`config.mk`:
```
export PLATFORM = sky130hd
export DESIGN_NAME = lake_port_traffic
export DESIGN_NICKNAME = d
export VERILOG_FILES = /design/src/rtl/lake_traffic_pkg.sv /design/src/rtl/lake_traffic_lfsr.sv /design/src/rtl/lake_port_traffic.sv
export SDC_FILE = /design/constraint.sdc
export NUM_CORES = 1
export LEC_CHECK = 0
export CAP_MARGIN = 20
export CORE_AREA = 2 2 262 264
export CTS_BUF_LIST = sky130_fd_sc_hd__clkbuf_2
export DETAILED_ROUTE_END_ITERATION = 8
export DIE_AREA = 0 0 264 266
export SYNTH_ARGS = -nofsm -noshare
export SYNTH_HDL_FRONTEND = slang
export SYNTH_SLANG_ARGS = --single-unit
```
`constraint.sdc`:
```
create_clock -name clk -period 20 [get_ports clk]
set_input_delay 3 -clock clk [delete_from_list [all_inputs] [get_ports clk]]
set_output_delay 3 -clock clk [all_outputs]
set_load 0.02 [all_outputs]
```
`src/rtl/lake_traffic_pkg.sv`:
```
// Shared types and constants for the lake port traffic engine.
// Mode and state encodings, LFSR polynomial/seed, and the offer-gate helper.
package lake_traffic_pkg;

  typedef enum logic [1:0] {
    MODE_ALWAYS = 2'd0,
    MODE_RANDOM = 2'd1,
    MODE_ALT    = 2'd2
  } mode_e;

  typedef enum logic [1:0] {
    IDLE = 2'd0,
    RUN  = 2'd1,
    DONE = 2'd2
  } state_e;

  localparam logic [15:0] LFSR_TAPS = 16'hB400;
  localparam logic [15:0] LFSR_SEED = 16'hACE1;

  // Unused encoding 3 behaves like MODE_ALWAYS.
  function automatic logic mode_gate(input logic [1:0] mode, input logic rnd, input logic alt);
    case (mode)
      MODE_RANDOM: mode_gate = rnd;
      MODE_ALT:    mode_gate = alt;
      default:     mode_gate = 1'b1;
    endcase
  endfunction

endpackage

```
`src/rtl/lake_traffic_lfsr.sv`:
```
// 16-bit Galois LFSR with a per-instance seed; advances only while enabled.
// Only the low bit is exported, it drives the random offer/ready gate.
module lake_traffic_lfsr
  import lake_traffic_pkg::*;
#(
  parameter logic [15:0] SEED = LFSR_SEED
) (
  input  logic clk,
  input  logic rst,
  input  logic en,
  output logic rnd
);

  logic [15:0] lfsr_q;

  always_ff @(posedge clk or posedge rst) begin
    if (rst) begin
      lfsr_q <= SEED;
    end else if (en) begin
      lfsr_q <= lfsr_q[0] ? ((lfsr_q >> 1) ^ LFSR_TAPS) : (lfsr_q >> 1);
    end
  end

  assign rnd = lfsr_q[0];

endmodule

```
`src/rtl/lake_port_traffic.sv`:
```
// Ready/valid traffic engine: arithmetic producers, backpressuring checkers and run FSM.
// state | meaning
// IDLE  | after reset, waiting for start
// RUN   | traffic active, cycle_count advancing
// DONE  | run ended (done or timeout), results held until the next start
module lake_port_traffic
  import lake_traffic_pkg::*;
#(
  parameter int DATA_WIDTH = 16,
  parameter int NUM_WR     = 2,
  parameter int NUM_RD     = 2,
  parameter int CNT_WIDTH  = 16,
  parameter int CYC_WIDTH  = 64
) (
  input  logic                         clk,
  input  logic                         rst,
  input  logic                         start,
  input  logic [NUM_WR*DATA_WIDTH-1:0] cfg_wr_base,
  input  logic [NUM_WR*DATA_WIDTH-1:0] cfg_wr_stride,
  input  logic [NUM_WR*2-1:0]          cfg_wr_mode,
  input  logic [NUM_RD*DATA_WIDTH-1:0] cfg_rd_base,
  input  logic [NUM_RD*DATA_WIDTH-1:0] cfg_rd_stride,
  input  logic [NUM_RD*2-1:0]          cfg_rd_mode,
  input  logic [NUM_RD*CNT_WIDTH-1:0]  cfg_rd_delay,
  input  logic [CNT_WIDTH-1:0]         cfg_rd_target,
  input  logic [CYC_WIDTH-1:0]         cfg_max_cycles,
  output logic [NUM_WR*DATA_WIDTH-1:0] wr_data,
  output logic [NUM_WR-1:0]            wr_valid,
  input  logic [NUM_WR-1:0]            wr_ready,
  input  logic [NUM_RD*DATA_WIDTH-1:0] rd_data,
  input  logic [NUM_RD-1:0]            rd_valid,
  output logic [NUM_RD-1:0]            rd_ready,
  output logic                         busy,
  output logic                         done,
  output logic                         timeout,
  output logic [CYC_WIDTH-1:0]         cycle_count,
  output logic [NUM_RD*CNT_WIDTH-1:0]  rd_count,
  output logic [NUM_RD-1:0]            mismatch,
  output logic [NUM_RD*CNT_WIDTH-1:0]  first_err_idx
);

  state_e            state;
  logic              run, run_enter, run_exit, hit_limit;
  logic [NUM_RD-1:0] reached;

  assign run       = (state == RUN);
  assign run_enter = (state != RUN) && start;
  assign hit_limit = (cycle_count == cfg_max_cycles);
  assign run_exit  = run && ((&reached) || hit_limit);

  // Completion takes priority over the cycle limit when both land together.
  always_ff @(posedge clk or posedge rst) begin
    if (rst) begin
      state       <= IDLE;
      busy        <= 1'b0;
      done        <= 1'b0;
      timeout     <= 1'b0;
      cycle_count <= '0;
    end else begin
      case (state)
        IDLE, DONE: begin
          if (start) begin
            state       <= RUN;
            busy        <= 1'b1;
            done        <= 1'b0;
            timeout     <= 1'b0;
            cycle_count <= '0;
          end
        end
        RUN: begin
          if (&reached) begin
            state <= DONE;
            busy  <= 1'b0;
            done  <= 1'b1;
          end else if (hit_limit) begin
            state   <= DONE;
            busy    <= 1'b0;
            timeout <= 1'b1;
          end else begin
            cycle_count <= cycle_count + CYC_WIDTH'(1);
          end
        end
        default: begin
          state <= IDLE;
          busy  <= 1'b0;
        end
      endcase
    end
  end

  for (genvar k = 0; k < NUM_WR; k++) begin : gen_wr
    logic                  rnd, alt, valid_q;
    logic [DATA_WIDTH-1:0] data_q;

    lake_traffic_lfsr #(.SEED(LFSR_SEED ^ 16'(k))) u_lfsr (
      .clk (clk),
      .rst (rst),
      .en  (run),
      .rnd (rnd)
    );

    // The gate only decides when to raise valid; a pending offer is held until taken.
    always_ff @(posedge clk or posedge rst) begin
      if (rst) begin
        valid_q <= 1'b0;
        data_q  <= '0;
        alt     <= 1'b0;
      end else if (run_enter) begin
        valid_q <= 1'b0;
        data_q  <= cfg_wr_base[k*DATA_WIDTH +: DATA_WIDTH];
        alt     <= 1'b1;
      end else if (run) begin
        alt <= ~alt;
        if (valid_q && wr_ready[k]) begin
          data_q <= data_q + cfg_wr_stride[k*DATA_WIDTH +: DATA_WIDTH];
        end
        if (run_exit) begin
          valid_q <= 1'b0;
        end else if (!valid_q || wr_ready[k]) begin
          valid_q <= mode_gate(cfg_wr_mode[2*k +: 2], rnd, alt);
        end
      end
    end

    assign wr_data[k*DATA_WIDTH +: DATA_WIDTH] = data_q;
    assign wr_valid[k] = valid_q;
  end

  for (genvar j = 0; j < NUM_RD; j++) begin : gen_rd
    logic                  rnd, alt, hs, mis_q, sat;
    logic [CNT_WIDTH-1:0]  cnt_q, cnt_nxt, err_q;
    logic [DATA_WIDTH-1:0] exp_q;

    lake_traffic_lfsr #(.SEED(LFSR_SEED ^ 16'(NUM_WR + j))) u_lfsr (
      .clk (clk),
      .rst (rst),
      .en  (run),
      .rnd (rnd)
    );

    assign rd_ready[j] = run
                       && (cycle_count > CYC_WIDTH'(cfg_rd_delay[j*CNT_WIDTH +: CNT_WIDTH]))
                       && mode_gate(cfg_rd_mode[2*j +: 2], rnd, alt);
    assign hs      = rd_valid[j] && rd_ready[j];
    assign sat     = (cnt_q == {CNT_WIDTH{1'b1}});
    assign cnt_nxt = (hs && !sat) ? cnt_q + CNT_WIDTH'(1) : cnt_q;
    // Look at the post-handshake count so the run stops on the accepting edge.
    assign reached[j] = (cnt_nxt >= cfg_rd_target);

    // exp_q tracks base + count*stride and freezes with the count at saturation.
    always_ff @(posedge clk or posedge rst) begin
      if (rst) begin
        cnt_q <= '0;
        err_q <= '0;
        mis_q <= 1'b0;
        exp_q <= '0;
        alt   <= 1'b0;
      end else if (run_enter) begin
        cnt_q <= '0;
        err_q <= '0;
        mis_q <= 1'b0;
        exp_q <= cfg_rd_base[j*DATA_WIDTH +: DATA_WIDTH];
        alt   <= 1'b1;
      end else if (run) begin
        alt   <= ~alt;
        cnt_q <= cnt_nxt;
        if (hs && !sat) begin
          exp_q <= exp_q + cfg_rd_stride[j*DATA_WIDTH +: DATA_WIDTH];
        end
        if (hs && !mis_q && (rd_data[j*DATA_WIDTH +: DATA_WIDTH] != exp_q)) begin
          mis_q <= 1'b1;
          err_q <= cnt_q;
        end
      end
    end

    assign rd_count[j*CNT_WIDTH +: CNT_WIDTH]      = cnt_q;
    assign first_err_idx[j*CNT_WIDTH +: CNT_WIDTH] = err_q;
    assign mismatch[j] = mis_q;
  end

endmodule

```
* Yosys cells after proc, flatten, opt, wreduce, memory -nomap -nowiden *
Index checks and enable logic that the tools add are counted.

storage, ports and cells
  flip-flop bits (word level) = 269
  input port bits = 287
  output and inout port bits = 169
  logic and storage cells = 188

operators by class
  $add $sub $neg = 7
  $lt $le $gt $ge = 4
  equality and inequality tests = 22
  muxes and demuxes = 72
  bitwise gates (word level) = 8
  reduce and logical (&&, ||, !) cells = 50

operator list
  kind                                                  number
  2-to-1 mux 16 bit                                     28
  2-to-1 mux 64 bit                                     3
  > comparator 64 x 16 -> 1 bit                         2
  case mux 64 bit (2 select lines)                      1
  adder 16 bit                                          4
  adder 64 x 1 -> 64 bit (second input constant)        1
  equality test 64 bit                                  1
  adder 16 x 1 -> 16 bit (second input constant)        2
  equality test 16 bit (second input constant)          2
  >= comparator 16 bit                                  2
  != test 16 bit                                        2
  2-to-1 mux 1 bit                                      29
  AND reduction 2 bit                                   10
  logical AND 1 bit                                     16
  NOT 3 -> 4 bit                                        4
  nonzero test 2 bit                                    8
  case mux 1 bit (2 select lines)                       7
  equality test 2 x 1 -> 1 bit (second input constant)  5
  equality test 2 bit (second input constant)           5
  AND reduction 4 bit                                   2
  logical NOT 1 bit                                     6
  2-to-1 mux 2 bit                                      3
  != test 2 x 1 -> 1 bit (second input constant)        3
  != test 2 bit (second input constant)                 3
  8 further kinds                                       14

* Depth between registers and ports, before layout *
Gate-level depths: netlist (run 1).

  depth in word-level cells = 13
  gate-level depth with buffers = 23
  mapped depth without buffers = 20

* By module *
Synthesis (run 1) repeated with hierarchy kept, for this count alone.

unflattened totals
  cell total of the unflattened synthesis = 2,016
  area, all modules = 18,462.7 um^2

by module, submodules not included
  module                                     times used  cells each  area an instance (um^2)  sequential area each (um^2)
  lake_port_traffic                          1           1,852       15,825.2                 5,129.9
  lake_traffic_lfsr at gen_rd[1].u_lfsr ...  2           41          659.4                    410.4
  lake_traffic_lfsr at gen_rd[0].u_lfsr      1           41          660.6                    411.6
  lake_traffic_lfsr at gen_wr[1].u_lfsr      1           41          658.1                    409.1

* Least setup slack after synthesis (run 1) *
No wires, ideal clock.

  path kind = input to register
  from = input port cfg_rd_delay[17]
  to = register cycle_count[5]
  setup time = 110 ps
  data arrival time = 8,302 ps
  data required time = 19,890 ps
  setup slack = 11,588 ps
  stages on the path = 22
  path buffers = 2
  path through = inv_1 > ha_1 > nor2b_1 > o211ai_1 > a2111o_1 > o211a_1 > or4_1 > a2111oi_1 > or3b_2 > xnor2_1 > ha_1 > a21o_1 > a21o_1 > a21oi_1 > nand2_1 > nand4_1 > o21a_1 > o311ai_0 > clkbuf_1 > clkbuf_1 > o311ai_0 > o41ai_1

between the ends
  cells in the longest elaborated chain, start to end = 10

RTL lines
  what                           line                      source
  start, declared                lake_port_traffic.sv:24   input logic [NUM_RD*CNT_WIDTH-1:0] cfg_rd_delay,
  > comparator 64 x 16 -> 1 bit  lake_port_traffic.sv:142  && (cycle_count > CYC_WIDTH'(cfg_rd_delay[j*CNT_WIDTH +: CNT_WIDTH]))
  logical AND 1 bit              lake_port_traffic.sv:142
  logical AND 1 bit              lake_port_traffic.sv:143  && mode_gate(cfg_rd_mode[2*j +: 2], rnd, alt);
  logical AND 1 bit              lake_port_traffic.sv:144  assign hs = rd_valid[j] && rd_ready[j];
  logical AND 1 bit              lake_port_traffic.sv:146  assign cnt_nxt = (hs && !sat) ? cnt_q + CNT_WIDTH'(1) : cnt_q;
  2-to-1 mux 16 bit              lake_port_traffic.sv:146
  >= comparator 16 bit           lake_port_traffic.sv:148  assign reached[j] = (cnt_nxt >= cfg_rd_target);
  AND reduction 2 bit            lake_port_traffic.sv:71   if (&reached) begin
  != test 2 bit (no line)        n/a
  AND reduction 4 bit (no line)  n/a
  end signal, assigned           lake_port_traffic.sv:80   cycle_count <= cycle_count + CYC_WIDTH'(1);
  end, declared                  lake_port_traffic.sv:36   output logic [CYC_WIDTH-1:0] cycle_count,

No other way between the ends.
A chain may end at the register's enable or synchronous reset.

* Final worst setup path (run 1) *
  from = input port cfg_rd_delay[1]
  to = output port rd_ready[0]

between the ends
  cells in the longest elaborated chain, start to end = 3

RTL lines
  what                           line                      source
  > comparator 64 x 16 -> 1 bit  lake_port_traffic.sv:142
  logical AND 1 bit              lake_port_traffic.sv:142
  logical AND 1 bit              lake_port_traffic.sv:143
  end, declared                  lake_port_traffic.sv:32   output logic [NUM_RD-1:0] rd_ready,

No other way between the ends.

==> impl_metrics.tcl, run 1 <==
set metrics [dict create \
    outcome "complete, no violations" \
    io_buffers 455 \
    final_common_cell "clkdlybuf4s50_1" \
    grt_first_pass_wirelength_um 102000 \
    cp_slowest_stage_delay_ns 0.76 \
    post_cts_buffers 0 \
    dr.pass1.iters 5 \
    routed_wirelength_um 67170 \
    synth-seq-cells 269 \
    cts_buffers 83 \
    stdcell_area_um2 24320 \
    timing.final.crit_share 0.4514 \
    start_util 0.2669 \
    placed_cell_area_um2 23550 \
    period_needed_ns 9.028 \
    rows 96 \
    tritoncts "done" \
    fin_tns_setup_ns 0 \
    synth_nets 2557 \
    crit_chain "clkdlybuf4s50_1, inv_1, ha_1, nor2b_1, o211ai_1, a2111o_1, o211ai_1, nand2_1, a21boi_0, clkdlybuf4s50_1" \
    hold_start "gen_wr[0].u_lfsr.lfsr_q[1]$_DFFE_PP0P_" \
    max_freq_mhz 110.8 \
    cp.arrival_ns 6.03 \
    netlist_area_um2 18080 \
    worst-setup-path-type "in -> out" \
    ctsRootBufferMaster "clkbuf_2" \
    syn_area_per_cell_um2 8.486 \
    hold_path_class "reg -> reg" \
    nets 3014 \
    crit_path_top_delay_cell "clkdlybuf4s50_1" \
    layout_common_cells "455 x clkdlybuf4s50_1, 352 x nand2_1, 237 x dfrtp_1" \
    num_vias 17410 \
    grt_usage 0.1886 \
    core_um2 67750 \
    netlist_top_cells_area "dfrtp_1 33%, ha_1 9.3%, nand2_1 7.3%, dfstp_2 4.6%, xnor2_1 4.3%" \
    cts.repair.resized 0 \
    ys_async_sr_fraction 1.000 \
    wire_per_inst_um 19.00 \
    die_w_um 264 \
    synth_top_area_frac 0.3280 \
    hold_violations 0 \
    ioPinCount 456 \
    num-fill-cells 7071 \
    p_leak_nw 10.77 \
    yosys_warnings 0 \
    hpwl_um 50270 \
    synth_edf_count 0 \
    p_per_area_nw_per_um2 94.05 \
    drive_above_1_share 0.08418 \
    clk_latency_ns 1.05 \
    crit_required_ns 17.00 \
    rsz0062_at_grt "no" \
    synth_cell_types 63 \
    startpoint "cfg_rd_delay[1]" \
    dieArea_um2 70220 \
    path_max_fanout 2 \
    endpoint_kind "output pin" \
    drt_iter0_drc 923 \
    stdcell_count 3535 \
    drc 0 \
    cts_htree_levels 3 \
    grt_pass1_vias 16990 \
    syn_inst 2131 \
    slew_violations 0 \
    start_kind "primary input" \
    relSlewSlack 0.2907 \
    cts.clk_slew.worst_paths_ns 0.09 \
    die-height_um 266 \
    cts.sinks 269 \
    grt_max_degree 154 \
    synthFlopType "dfrtp_1" \
    numPlacedInstances 3384 \
    postRouteAntennaNets 0 \
    hold_buffers 0 \
    synth_top_area_cell "dfrtp_1" \
    antenna_found_initial 8 \
    synth_seq_area_share 0.3745 \
    irDropWorstVdd_mv 0.04192 \
    total_power_w 0.002288 \
    routed_via_density 4.924 \
    area_delta_synth_final_pct 34.50 \
    finalSetupViolCount 0 \
    tightest_slew_ns 1.062 \
    clock_path_buffers 3 \
    maxCapViolCount 0 \
    final.setup_skew_ns 0.1331 \
    routabilityCongestion 0.8400 \
    grt-ovfl-total 0 \
    r2r-start "cycle_count[11]$_DFFE_PP0P_" \
]
-- final timing paths --
path                                                           to  slack, ns  depth (start not counted)
max                                                   rd_ready[0]      10.97                         10
min                        gen_wr[0].u_lfsr.lfsr_q[0]$_DFFE_PP1P_       0.38                          2
max reg2reg                           cycle_count[55]$_DFFE_PP0P_      13.45                         17
min reg2reg                gen_wr[0].u_lfsr.lfsr_q[0]$_DFFE_PP1P_       0.38                          2
max in group asynchronous  gen_rd[0].u_lfsr.lfsr_q[2]$_DFFE_PP0P_      15.99                          3
min in group asynchronous         gen_wr[0].data_q[4]$_DFFE_PP0P_       2.55                          2
-- layer usage --
| layer | track usage | part of all wire | vias to the layer above |
|---|---|---|---|
| met5 | 0 | 0.00083 | - |
| met2 | 0.3113 | 0.47 | 558 |
| li1 | - | - | 8538 |
| met4 | 0.06404 | 0.027 | 10 |
| met3 | 0.05370 | 0.073 | 112 |
| met1 | 0.2359 | 0.43 | 8187 |
-- logic make-up (layout without fill, tap and decap cells) --
kind of cell / after synthesis / in the layout / share of synthesized area
adders and majority gates: 139 / 139 / 0.09783
other: 0 / 4 / 0
xor gates and xnor gates: 177 / 177 / 0.08573
buffers and inverters: 222 / 740 / 0.04712
AOI/OAI and AO/OA: 471 / 471 / 0.1575
muxes: 28 / 28 / 0.01619
DFF: 269 / 269 / 0.3745
and+or+nand+nor: 825 / 825 / 0.2211
-- stage by stage --
stage	utilization	worst slack [ns]	hold slack (ns)
final	0.3590	10.97	0.3766
after detailed placement	0.3476	10.65	0.4446
after CTS	0.3585	10.87	0.3819
after floorplan	-	9.643	0.4346
after global placement	0.3476	10.73	0.4423
after global routing	0.3590	10.77	0.4098
-- cells in the mapped netlist (9+ instances only) --
cell type  count
or3_1         28
nand3_1       85
xor2_1        88
nand2_1      353
mux2_2        10
dfstp_2       32
a21oi_1      132
and3_1        21
a211oi_1      19
o31ai_1       23
nand2b_1      22
ha_1         135
dfrtp_1      237
o211ai_1      31
nor2b_1       12
clkbuf_1      90
a31oi_1       31
a21o_1        24
o21a_1        10
nor4_1        38
and2_1        11
xnor2_1       89
inv_1        119
mux2i_1       18
nor3_1        50
o21ai_0      151
nand4_1       44
or4_1         47
or2_2          9
nor2_1        86
-- registers in the layout, summed over array words and instances, names as in the netlist, 32 cells and up --
register              count
gen_rd.u_lfsr.lfsr_q     32
cycle_count              64
gen_rd.exp_q             32
gen_wr.u_lfsr.lfsr_q     32
gen_rd.err_q             32
gen_wr.data_q            32
gen_rd.cnt_q             32
-- power by group --
| group | switching, W | internal [W] |
|---|---|---|
| sequential | 0.000114 | 0.000639 |
| combinational | 0.000619 | 0.000476 |
| clock | 0.000267 | 0.000171 |
-- layout make-up --
type	instances	area, um2	share of cell area
well taps	882	1104	0.04537
repair buffers	475	4737	0.1948
inverters	119	454.2	0.01867
multi-input cells	1640	10510	0.4322
diodes	4	10.01	0.0004115
clock buffers	128	640.6	0.02634
flip-flops and latches	269	6771	0.2784
clock inverters	18	93.84	0.003858
-- worst max-delay path: cells and delay by family --
family	cells	cell delay, ns
adders and majority gates	1	0.29
and+or+nand+nor	2	0.22
buffers and inverters	3	1.28
AOI/OAI and AO/OA	4	1.24
Power figures use the tool's default switching activity.
==> run 2: changes to the inputs <==
- clock period: 20 -> 7.32 ns (I/O delays scaled with it)
==> run 2 against run 1 <==
Effect of this change: worst hold slack better by 0.037 ns; routed wire length up 0.91%; cell count grew 0.57%; sequential share of layout area is 0.23 points lower.
==> impl_metrics.tcl, run 2 (synthesized netlist as in run 1, its figures left out) <==
set metrics [dict create \
    outcome "complete, no violations" \
    hpwl_um 51410 \
    die_w_um 264 \
    routabilityCongestion 0.8842 \
    final.setup_skew_ns 0.1580 \
    cts.clk_slew.worst_paths_ns 0.09 \
    worstHoldEndpoint "gen_wr[1].u_lfsr.lfsr_q[0]$_DFFE_PP0P_" \
    cp.arrival_ns 6.99 \
    cts.repair.resized 0 \
    endpoint_kind "register" \
    drc 0 \
    grt_usage 0.1905 \
    cp.depth 21 \
    total_power_w 0.006320 \
    tightest_slew_ns 1.020 \
    crit_path_top_delay_cell "or4_1" \
    core_um2 67750 \
    wire_per_inst_um 19.06 \
    post_cts_buffers 0 \
    slew_violations 0 \
    r2r-start "cycle_count[0]$_DFFE_PP0P_" \
    layout_common_cells "455 x clkdlybuf4s50_1, 352 x nand2_1, 237 x dfrtp_1" \
    final_common_cell "clkdlybuf4s50_1" \
    clk_latency_ns 1.06 \
    dieArea_um2 70220 \
    ctsRootBufferMaster "clkbuf_2" \
    path_max_fanout 94 \
    grt_first_pass_wirelength_um 103100 \
    timing.rr.end "cycle_count[14]$_DFFE_PP0P_" \
    grt_pass1_vias 17220 \
    finalSetupViolCount 0 \
    area_delta_synth_final_pct 35.61 \
    tritoncts "done" \
    relSlewSlack 0.3198 \
    dr.pass1.iters 5 \
    fin_tns_setup_ns 0 \
    p_leak_nw 10.89 \
    max_freq_mhz 165.5 \
    postRouteAntennaNets 0 \
    drt_iter0_drc 1080 \
    hold_violations 0 \
    ioPinCount 456 \
    rows 96 \
    r2r_slack_ns 1.28 \
    num_vias 17490 \
    nets 3035 \
    irDropWorstVdd_mv 0.1146 \
    cts_buffers 81 \
    dp_slack_ns 0.2715 \
    p_per_area_nw_per_um2 257.7 \
    die-height_um 266 \
    reg2reg_depth 21 \
    crit_chain "inv_1, ha_1, nor2b_1, o211ai_1, a2111o_1, o211a_1, or4_1, a2111oi_1, or3b_2, xnor2_1, ha_1, a21o_1, a21o_1, a21oi_1, o211a_1, o21a_1, o311ai_2, buf_12, buf_4, or3_1, a21oi_1" \
    worst-setup-path-type "reg -> reg" \
    cts_htree_levels 3 \
    regMostFlops "cycle_count" \
    grt_max_degree 172 \
    clock_path_buffers 3 \
    period_needed_ns 6.042 \
    grt-ovfl-total 0 \
    maxCapViolCount 0 \
    timing.final.crit_share 0.8254 \
    routed_wirelength_um 67780 \
    hold_start "gen_wr[1].u_lfsr.lfsr_q[1]$_DFFE_PP0P_" \
    crit_required_ns 8.26 \
    io_buffers 455 \
    cp_slowest_stage_delay_ns 0.61 \
    start_kind "register" \
    antenna_found_initial 13 \
    cts.sinks 269 \
    hold_path_class "reg -> reg" \
    routed_via_density 4.919 \
    worst-path-buf-inv 3 \
    hold_buffers 0 \
    critical-path-top-delay-family "compound AO/OA/AOI/OAI gates" \
    rsz0062_at_grt "no" \
    start_util 0.2669 \
    drive_above_1_share 0.09152 \
    timing.final.ws_setup_ns 1.278 \
    hold_depth 2 \
    largest_reg_flops 64 \
]
==> run 2: worst register-to-register path, delay by kind of cell (launching register included) <==
kind	cells	cell delay (ns)
AO/OA/AOI/OAI	11	2.58
AND/OR/NAND/NOR	4	1.59
buffers and inverters	3	0.65
adder cells (fa/ha/maj)	2	0.52
flip-flops	1	0.48
XOR/XNOR	1	0.15
==> run 2: metrics by stage <==
stage	area, um2	hold slack (ns)	cells	util
2_1_floorplan	18090	0.4346	2131	-
3_5_place_dp	23740	0.4444	3407	0.3505
5_1_grt	24520	0.4383	3553	0.3619
4_1_cts	24490	0.3677	3547	0.3615
3_3_place_gp	23730	0.4423	3406	0.3503
6_report	24520	0.4132	3555	0.3620
==> run 2: area by class of cell <==
type	instances	area, um2
clock inverters	17	131.4
well taps	882	1104
flip-flops and latches	269	6771
multi-input cells	1640	10520
fillers	7029	43220
repair buffers	498	4913
clock buffers	123	615.6
inverters	119	450.4
diodes	7	17.52
==> run 2: report_power, final <==
| part | switching (W) | total [W] | internal [W] |
|---|---|---|---|
| combinational | 0.00174 | 0.00307 | 0.00133 |
| sequential | 0.000280 | 0.00203 | 0.00175 |
| clock | 0.000712 | 0.00123 | 0.000514 |
==> run 2: worst max path at each step <==
| stage | from | endpoint | slack [ns] |
|---|---|---|---|
| after global placement | cfg_rd_delay[17] | cycle_count[28]$_DFFE_PP0P_ | 0.36 |
| after CTS | cycle_count[0]$_DFFE_PP0P_ | cycle_count[14]$_DFFE_PP0P_ | 1.28 |
| after floorplan | cfg_rd_delay[17] | cycle_count[5]$_DFFE_PP0P_ | 0.81 |
| final | cycle_count[0]$_DFFE_PP0P_ | cycle_count[14]$_DFFE_PP0P_ | 1.28 |
| after detailed placement | cfg_rd_delay[17] | cycle_count[28]$_DFFE_PP0P_ | 0.27 |
| after global routing | cycle_count[0]$_DFFE_PP0P_ | cycle_count[19]$_DFFE_PP0P_ | 0.89 |
==> run 2: routing by layer <==
metal	vias to the layer above	routed length, um	track usage
li1	8578	-	-
met1	8183	28460	0.2312
met2	585	31680	0.3164
met3	125	5797	0.06349
met4	16	1725	0.06404
met5	-	111	0
